$ cat src/rtl/latch_bank_db.sv
// Multi-channel output register bank with per-channel shadow copies, pass-through or
// atomic double-buffered commit, and an optional auto-commit countdown after the last write.
module latch_bank_db #(
    parameter int WIDTH       = 8,
    parameter int CHANNELS    = 4,
    parameter int SEL_W       = 2,
    parameter int AUTO_COMMIT = 0
) (
    input  logic                      clk,
    input  logic                      rst,
    input  logic                      wr_en,
    input  logic [SEL_W-1:0]          wr_sel,
    input  logic [WIDTH-1:0]          wr_data,
    input  logic                      mode,
    input  logic                      commit,
    input  logic                      freeze,
    output logic [CHANNELS*WIDTH-1:0] q,
    output logic [CHANNELS-1:0]       dirty,
    output logic                      commit_done,
    output logic                      wr_err
);

    localparam int             CNT_W    = (AUTO_COMMIT > 0) ? $clog2(AUTO_COMMIT + 1) : 1;
    localparam logic [SEL_W:0] CH_LIM_C = (SEL_W + 1)'(CHANNELS);
    localparam logic [CNT_W-1:0] CNT_LOAD_C = CNT_W'(AUTO_COMMIT);

    logic [CHANNELS*WIDTH-1:0] shadow_r;
    logic [CHANNELS*WIDTH-1:0] q_r;
    logic [CHANNELS-1:0]       dirty_r;
    logic                      commit_done_r;
    logic                      wr_err_r;
    logic [CNT_W-1:0]          cnt_r;

    logic                      wr_ok_s;
    logic                      wr_bad_s;
    logic [CHANNELS-1:0]       wr_mask_s;
    logic [CHANNELS*WIDTH-1:0] shadow_nxt_s;
    logic [CHANNELS*WIDTH-1:0] q_nxt_s;
    logic [CHANNELS-1:0]       dirty_nxt_s;
    logic [CNT_W-1:0]          cnt_nxt_s;
    logic                      pass_s;
    logic                      auto_fire_s;
    logic                      commit_ev_s;

    // Next-state decode for shadows, outputs, dirty flags and the auto-commit counter
    always_comb begin
        wr_ok_s      = wr_en && ({1'b0, wr_sel} < CH_LIM_C);
        wr_bad_s     = wr_en && !({1'b0, wr_sel} < CH_LIM_C);
        shadow_nxt_s = shadow_r;
        wr_mask_s    = '0;
        for (int i = 0; i < CHANNELS; i++) begin
            if (wr_ok_s && ({1'b0, wr_sel} == (SEL_W + 1)'(i))) begin
                shadow_nxt_s[i*WIDTH +: WIDTH] = wr_data;
                wr_mask_s[i]                   = 1'b1;
            end else begin
                wr_mask_s[i]                   = 1'b0;
            end
        end

        pass_s = !mode && !freeze;

        if (AUTO_COMMIT > 0) begin
            auto_fire_s = (cnt_r == CNT_W'(1)) && !freeze;
        end else begin
            auto_fire_s = 1'b0;
        end
        commit_ev_s = !freeze && (commit || auto_fire_s);

        // A commit copies the post-write shadows, so a same-cycle write is committed too
        q_nxt_s = q_r;
        if (commit_ev_s) begin
            q_nxt_s = shadow_nxt_s;
        end else if (pass_s) begin
            for (int i = 0; i < CHANNELS; i++) begin
                if (wr_mask_s[i]) begin
                    q_nxt_s[i*WIDTH +: WIDTH] = wr_data;
                end else begin
                    q_nxt_s[i*WIDTH +: WIDTH] = q_r[i*WIDTH +: WIDTH];
                end
            end
        end else begin
            q_nxt_s = q_r;
        end

        dirty_nxt_s = dirty_r;
        if (commit_ev_s) begin
            dirty_nxt_s = '0;
        end else if (pass_s) begin
            dirty_nxt_s = dirty_r;
        end else begin
            dirty_nxt_s = dirty_r | wr_mask_s;
        end

        cnt_nxt_s = cnt_r;
        if (commit_ev_s) begin
            cnt_nxt_s = '0;
        end else if ((AUTO_COMMIT > 0) && wr_ok_s && mode) begin
            cnt_nxt_s = CNT_LOAD_C;
        end else if ((cnt_r != '0) && !freeze) begin
            cnt_nxt_s = cnt_r - CNT_W'(1);
        end else begin
            cnt_nxt_s = cnt_r;
        end
    end

    // State and output registers
    always_ff @(posedge clk or posedge rst) begin
        if (rst) begin
            shadow_r      <= '0;
            q_r           <= '0;
            dirty_r       <= '0;
            commit_done_r <= 1'b0;
            wr_err_r      <= 1'b0;
            cnt_r         <= '0;
        end else begin
            shadow_r      <= shadow_nxt_s;
            q_r           <= q_nxt_s;
            dirty_r       <= dirty_nxt_s;
            commit_done_r <= commit_ev_s;
            wr_err_r      <= wr_bad_s;
            cnt_r         <= cnt_nxt_s;
        end
    end

    assign q           = q_r;
    assign dirty       = dirty_r;
    assign commit_done = commit_done_r;
    assign wr_err      = wr_err_r;

endmodule

$ cat config.mk
export PLATFORM = sky130hd
export DESIGN_NAME = latch_bank_db
export DESIGN_NICKNAME = d
export VERILOG_FILES = /design/src/rtl/latch_bank_db.sv
export SDC_FILE = /design/constraint.sdc
export NUM_CORES = 1
export LEC_CHECK = 0
export CORE_ASPECT_RATIO = 1.1
export CORE_MARGIN = 3
export CORE_UTILIZATION = 32
export CTS_BUF_LIST = sky130_fd_sc_hd__clkbuf_8 sky130_fd_sc_hd__clkbuf_16
export DETAILED_ROUTE_END_ITERATION = 10
export SLEW_MARGIN = 15
export SYNTH_ARGS = -nofsm -noshare
export SYNTH_HDL_FRONTEND = slang
export SYNTH_SLANG_ARGS = --single-unit
$ cat constraint.sdc
create_clock -name clk -period 3.1 [get_ports clk]
set_clock_uncertainty 0.2 [all_clocks]
set_input_delay 0.31 -clock clk [delete_from_list [all_inputs] [get_ports clk]]
set_output_delay 0.31 -clock clk [all_outputs]
set_load 0.05 [all_outputs]
==> results by group, run 1 <==
Floorplan
  – Die Height: 107 um
  – Rows: 36
  – Die area: 0.0105 sq mm
  – Chip Width: 98.0 um
  – Core area: 0.00896 sq mm
  – Initial Utilization: ~33%
  – # IOs: 54

Worst setup path
  – Critical R2R Launch: dirty[0]
  – Setup crit start: commit
  – Arrival @ worst endpoint: 2.15 ns
  – CP Cell Sequence: clkdlybuf4s50_1 > nor2b_1 > nand2_2 > mux2i_1 > o21ai_0
  – Crit path required time: 3.07 ns
  – Endpoint class of the critical path: register
  – Kind of critical path: input pin to register
  – Slowest cell on crit path: clkdlybuf4s50_1
  – Crit path largest cell delay: 0.65 ns
  – Startpoint Class: input pin
  – Crit Path Max Fanout: 9

Yosys
  – Top_reg_cell synth: dfrtp_1
  – Syn_area_per_cell: between 10 and 15 sq um
  – Synth area leaders: dfrtp_1, mux2_2, mux2i_1, nand2_1, o21ai_0
  – Share of the synthesized area in the top cell type: 57.9%
  – YS warnings: 0
  – Syn Nets: 265
  – Mapped cell area: 0.00298 sq mm
  – Cell variety after synth: 24
  – Synthesized flop and latch total: 69
  – Cells after synthesis: 249
  – Post-synth EDFFs: 0
  – Ys async rst share: 100%
  – Seq/Total Area, Yosys: 57.9%
  – Post-synth top area cell: dfrtp_1

Routing
  – Vias/cell: ~4.6
  – DRC viols: 0
  – ANT nets after route: 0
  – WL final: roughly 6.4 mm
  – Drt pass-1 iters: 4
  – Vias: around 2000
  – Number of DRC markers in iteration 0: 29
  – Avg WL per Cell: 15.0 um

Pwr
  – Peak supply drop: approximately 280 uV
  – P per Cell Area: ~650 mW/mm^2
  – Leakage power: 1.73 nW

Timing
  – Post-route setup slack: 0.916 ns
  – RSZ-0062 raised after global routing: no
  – Fin crit share: 70.4%
  – TNS Setup: 0 ns
  – Worst-Margin Slew: around 1.1 ns
  – Slew Limit Headroom: 24.5%
  – Max Fclk: 458 MHz
  – Final critical-path required period: between 2 and 2.5 ns
  – Final Setup Violations: 0
  – Slew Limit Fails: 0
  – Hold Vio Cnt, Final: 0

Layout
  – Area Growth Syn to Fin: 27.5%
  – Diode count: 0
  – Layout net count: 321
  – Finished Core Util: 42.4%
  – Share of cells above drive strength 1: 18.1%

Placement
  – IO buf count: 52
  – Post-placement setup slack: about 0.54 ns
  – Post-DP HPWL: 4.47 mm
  – Routability cong.: 0.735

GRT
  – Largest net degree at the start of global routing: 38
  – Number of global-route vias before repair: 2053
  – Overall Global Routing Usage: ~13%
  – First-pass GRT wire length: 10.5 mm
  – Total gr overflow: 0
  – Initial antenna violation count: 0

Clock network
  – Clock Tree Buf Depth: 2
  – Post CTS Setup Buffer Count: 0
  – Post_cts resized: 0
  – Clock root cell: clkbuf_8
  – CTS HTree Levels: 3
  – Clk sink count: between 60 and 70
  – Clk_lat worst skew: around 0.33 ns
  – CTS tree: built
  – Hold_buf cts: 0
  – Worst-path clk slew: roughly 0.070 ns
  – Cts bufs inserted: 9

Flow run
  – Max_cap viols: 0

Worst hold path
  – Worst min path class: input pin to async pin

Outcome
  – Status: finished, final reports clean
==> power by group <==
| part | total (mW) | internal, mW | switching [mW] |
|---|---|---|---|
| Clock | 0.658 | 0.345 | 0.313 |
| Sequential | 1.13 | 1.05 | 0.0793 |
| Combinational | 0.691 | 0.264 | 0.428 |
| Total | 2.48 | 1.66 | 0.819 |
==> Yosys cell counts, drive strengths merged, types with 3 or more instances <==
library cell,number
clkbuf,4
mux2i,32
mux2,32
o21ai,24
nor2,20
buf,8
a21oi,13
o21bai,3
nand2,27
inv,6
dfrtp,69
==> path summary, 6_finish.rpt <==
check | endpoint | slack, ns | cells past startpoint
hold / removal | q[16] | 0.04 | 2
setup reg to reg | dirty[0] | 2.02 | 4
setup / recovery | q[15] | 0.92 | 5
hold reg to reg | q[23] | 0.28 | 2
min in group clk | q[23] | 0.28 | 2
max in group asynchronous | q[29] | 2.07 | 3
==> state kept, by name, indices dropped and copies added (netlist names) <==
name / flops
dirty: 4
shadow_r: 32
q: 32
commit_done: 1
==> through the flow <==
stage / hold slack, ns / power (mW) / area, sq um / std cells
global route: 0.0704 / 2.60 / 3800 / 423
detailed placement: 0.278 / 1.85 / 3620 / 408
finish: 0.0432 / 2.48 / 3800 / 423
floorplan: 0.260 / 1.60 / 2980 / 249
global placement: 0.267 / 1.84 / 3620 / 408
CTS: 0.0474 / 2.51 / 3800 / 423
==> final cells by class <==
| cell class | count | area (sq um) |
|---|---|---|
| Fill cell | 865 | 5160 |
| Clock buffer | 12 | 165 |
| Multi-Input combinational cell | 162 | 1160 |
| Tap cell | 114 | 143 |
| Clock inverter | 3 | 12.5 |
| Sequential cell | 69 | 1730 |
| Inverter | 6 | 22.5 |
| Timing Repair Buffer | 57 | 571 |
==> cell usage in the layout, fill, tap and decap left out <==
master	synthesis	layout
a21oi_1	13	13
and2_4	1	1
buf_12	0	1
buf_4	1	4
clkbuf_8	0	12
clkdlybuf4s50_1	0	52
clkinv_2	0	1
conb_1	1	1
dfrtp_1	69	69
inv_1	6	7
inv_2	0	1
mux2_2	32	32
mux2i_1	32	32
nand2_1	24	24
nand2_2	3	3
nand3_2	1	1
nand3b_1	2	2
nand4b_1	1	1
nor2_1	20	20
nor2b_1	1	1
nor4b_1	1	1
nor4bb_1	2	2
o21ai_0	16	16
o21ai_1	8	8
o21bai_1	3	3
or3b_1	1	1
==> routing by layer <==
metal	routed length (um)	global-route usage, %
met4	75	5.04
met5	0	0
met3	313	3.32
met1	3020	17.7
met2	2940	19.2
==> critical path, delay by kind of cell <==
kind / cells / cell delay [ns]
AO/OA/AOI/OAI: 1 / 0.10
buffers and inverters: 1 / 0.65
multiplexers: 1 / 0.27
AND/OR/NAND/NOR: 2 / 0.83
==> logic make-up after synthesis <==
logic type      count (synthesis)  share of synthesized area (%)
compound gates                 40                           6.97
buf+inv                        18                           3.11
flops                          69                           57.9
mux                            64                           22.8
other cells                     1                          0.126
simple gates                   57                           9.06
Note: power is estimated with default switching activity, not from simulation.
==> run 2, diff against run 1 <==
==> constraint.sdc (replaced) <==
create_clock -name clk -period 2.15 [get_ports clk]
set_clock_uncertainty 0.2 [all_clocks]
set_input_delay 0.215 -clock clk [delete_from_list [all_inputs] [get_ports clk]]
set_output_delay 0.215 -clock clk [all_outputs]
set_load 0.05 [all_outputs]
==> run 2 against run 1 <==
Total power is 62% higher. Sequential share of layout area decreased by 1.9 points. Clock power is 110% higher. Wire length grew 1.3%. Critical path depth fell by 4. Worst setup slack lost 0.76 ns. Cell count grew 2.6%. Largest power group unchanged. Sequential power is 44% higher. Non-clock buffer count up 10.
==> results by group, run 2 (synthesis results as in run 1) <==
Timing
  – Final critical-path required period: 1.99 ns
  – Slew Limit Fails: 0 (unchanged)
  – Slew Limit Headroom: 32.3% (+7.8 points)
  – Max Fclk: 502 MHz
  – Hold Vio Cnt, Final: 0 (unchanged)
  – Final Setup Violations: 0 (unchanged)
  – RSZ-0062 raised after global routing: no
  – Fin crit share: 92.7%
  – Worst-Margin Slew: 1.01 ns (-0.116 ns)

GRT
  – Largest net degree at the start of global routing: 70 (+84%)
  – Overall Global Routing Usage: 13.1% (+0.34 points)
  – Initial antenna violation count: 0 (unchanged)
  – Total gr overflow: 0 (unchanged)
  – First-pass GRT wire length: 10.7 mm (+1.5%)
  – Number of global-route vias before repair: 2055 (+0.097%)

Worst setup path
  – Top delay family on crit path: buffers and inverters
  – Kind of critical path: register to output port
  – Crit path required time: 1.74 ns (-1.33 ns)
  – Critical R2R Launch: dirty[2]
  – Critical path buffer and inverter count: 1 (unchanged)
  – Worst R2R Setup Slack: 1.14 ns (-0.88 ns)
  – Crit Path Max Fanout: 3 (-6)
  – Endpoint class of the critical path: output port
  – Reg2reg end: dirty[2]
  – CP Cell Sequence: clkdlybuf4s50_1
  – Slowest cell on crit path: clkdlybuf4s50_1
  – Startpoint Class: register
  – Crit path largest cell delay: 0.83 ns (+0.18 ns)
  – R2R cell count: 4 (unchanged)
  – Arrival @ worst endpoint: 1.58 ns (-0.57 ns)

Routing
  – Avg WL per Cell: 14.8 um (-1.3%)
  – Highest routed layer: met4
  – Number of DRC markers in iteration 0: 35 (+21%)
  – Met3 routed WL: 324 um (+3.5%)
  – Drt pass-1 iters: 4 (unchanged)
  – Vias: 2013 (+3.2%)
  – M1 WL: 3.19 mm (+5.4%)
  – Vias/cell: 4.64 (+0.56%)
  – Routed wl met2: 2.84 mm (-3.6%)
  – DRC viols: 0 (unchanged)
  – WL final: 6.44 mm (+1.3%)
  – ANT nets after route: 0 (unchanged)

Layout
  – Commonest non-fill, non-tap cells in the layout: dfrtp_1, clkdlybuf4s50_1, mux2i_1, mux2_2, nand2_1
  – Design Area, Final: 0.00397 sq mm (+4.3%)
  – Area Growth Syn to Fin: 33.0%
  – Finished Core Util: 44.2% (+1.8 points)
  – Share of cells above drive strength 1: 21.6% (+3.4 points)
  – Finished Layout Cells: 434 (+2.6%)
  – Layout net count: 331 (+3.1%)
  – Diode count: 0 (unchanged)
  – Leading cell type in the layout, fill and taps excluded: dfrtp_1

Clock network
  – Clock Tree Buf Depth: 2 (unchanged)
  – CTS HTree Levels: 3 (unchanged)
  – Clk sink count: 69 (unchanged)
  – Clk_lat worst skew: 0.35 ns (+0.02 ns)
  – Worst-path clk slew: 0.07 ns (about the same)
  – Hold_buf cts: 0 (unchanged)
  – CTS tree: built
  – Post_cts resized: 0 (unchanged)
  – Cts bufs inserted: 9 (unchanged)
  – Post CTS Setup Buffer Count: 0 (unchanged)
  – Clock root cell: clkbuf_8

Placement
  – Post-DP HPWL: 4.37 mm (-2.3%)
  – Post-Place Cells: 418 (+2.5%)
  – Routability cong.: 0.708 (-3.7%)
  – IO buf count: 52 (unchanged)
  – DP Area: 0.00370 sq mm (+2.2%)

Floorplan
  – Die area: 0.0105 sq mm (unchanged)
  – Initial Utilization: 33.3% (unchanged)
  – # IOs: 54 (unchanged)
  – Die Height: 107 um (unchanged)
  – Rows: 36 (unchanged)
  – Chip Width: 98.0 um (unchanged)
  – Core area: 0.00896 sq mm (unchanged)

Worst hold path
  – Worst min path class: input pin to async pin

Pwr
  – Final total power: 4.01 mW (+62%)
  – Peak supply drop: 418 uV (+47%)
  – Leakage power: 1.80 nW (+4.1%)
  – P per Cell Area: 1010 mW/mm^2 (+55%)

Flow run
  – Max_cap viols: 0 (unchanged)

Outcome
  – Status: finished, final reports clean
-- run 2: final cells by class --
type | count | area [sq um]
Fill cell | 834 | 5000
Sequential cell | 69 | 1730
Multi-Input combinational cell | 162 | 1160
Timing Repair Buffer | 67 | 646
Tap cell | 114 | 143
Clock inverter | 7 | 138
Clock buffer | 9 | 124
Inverter | 6 | 26.3
-- run 2: worst min-delay path, stage by stage --
cell             delay, ns
clkdlybuf4s50_1       0.44
clkinvlp_4            0.10
buf_12                0.32
-- run 2: worst max path at each step --
stage / start / to / cells past startpoint
floorplan: wr_sel[1] / q[2] / 6
global placement: wr_sel[1] / q[19] / 4
detailed placement: wr_sel[1] / q[17] / 4
CTS: dirty[2] / dirty[2] / 1
global route: wr_sel[1] / q[19] / 4
finish: dirty[2] / dirty[2] / 1
-- run 2: per-stage QoR --
step / setup TNS, ns / hold WS (ns) / worst slack (ns)
after CTS: 0 / 0.135 / 0.134
after floorplan: 0 / 0.165 / 0.602
final: 0 / 0.127 / 0.157
after detailed placement: -1.16 / 0.275 / -0.118
after global routing: 0 / 0.154 / 0.0222
after global placement: -0.327 / 0.267 / -0.0465
-- run 2: report_power, final --
group	leakage [nW]	switching (mW)	internal (mW)
clock network	0.129	0.491	0.883
registers	0.831	0.111	1.52
logic	0.844	0.622	0.392
-- run 2: layer usage --
| layer | track usage (%) | vias up |
|---|---|---|
| met2 | 19.2 | 45 |
| met3 | 3.97 | 9 |
| met1 | 18.6 | 966 |
| met5 | 0 | - |
| met4 | 4.45 | 0 |
| li1 | - | 993 |
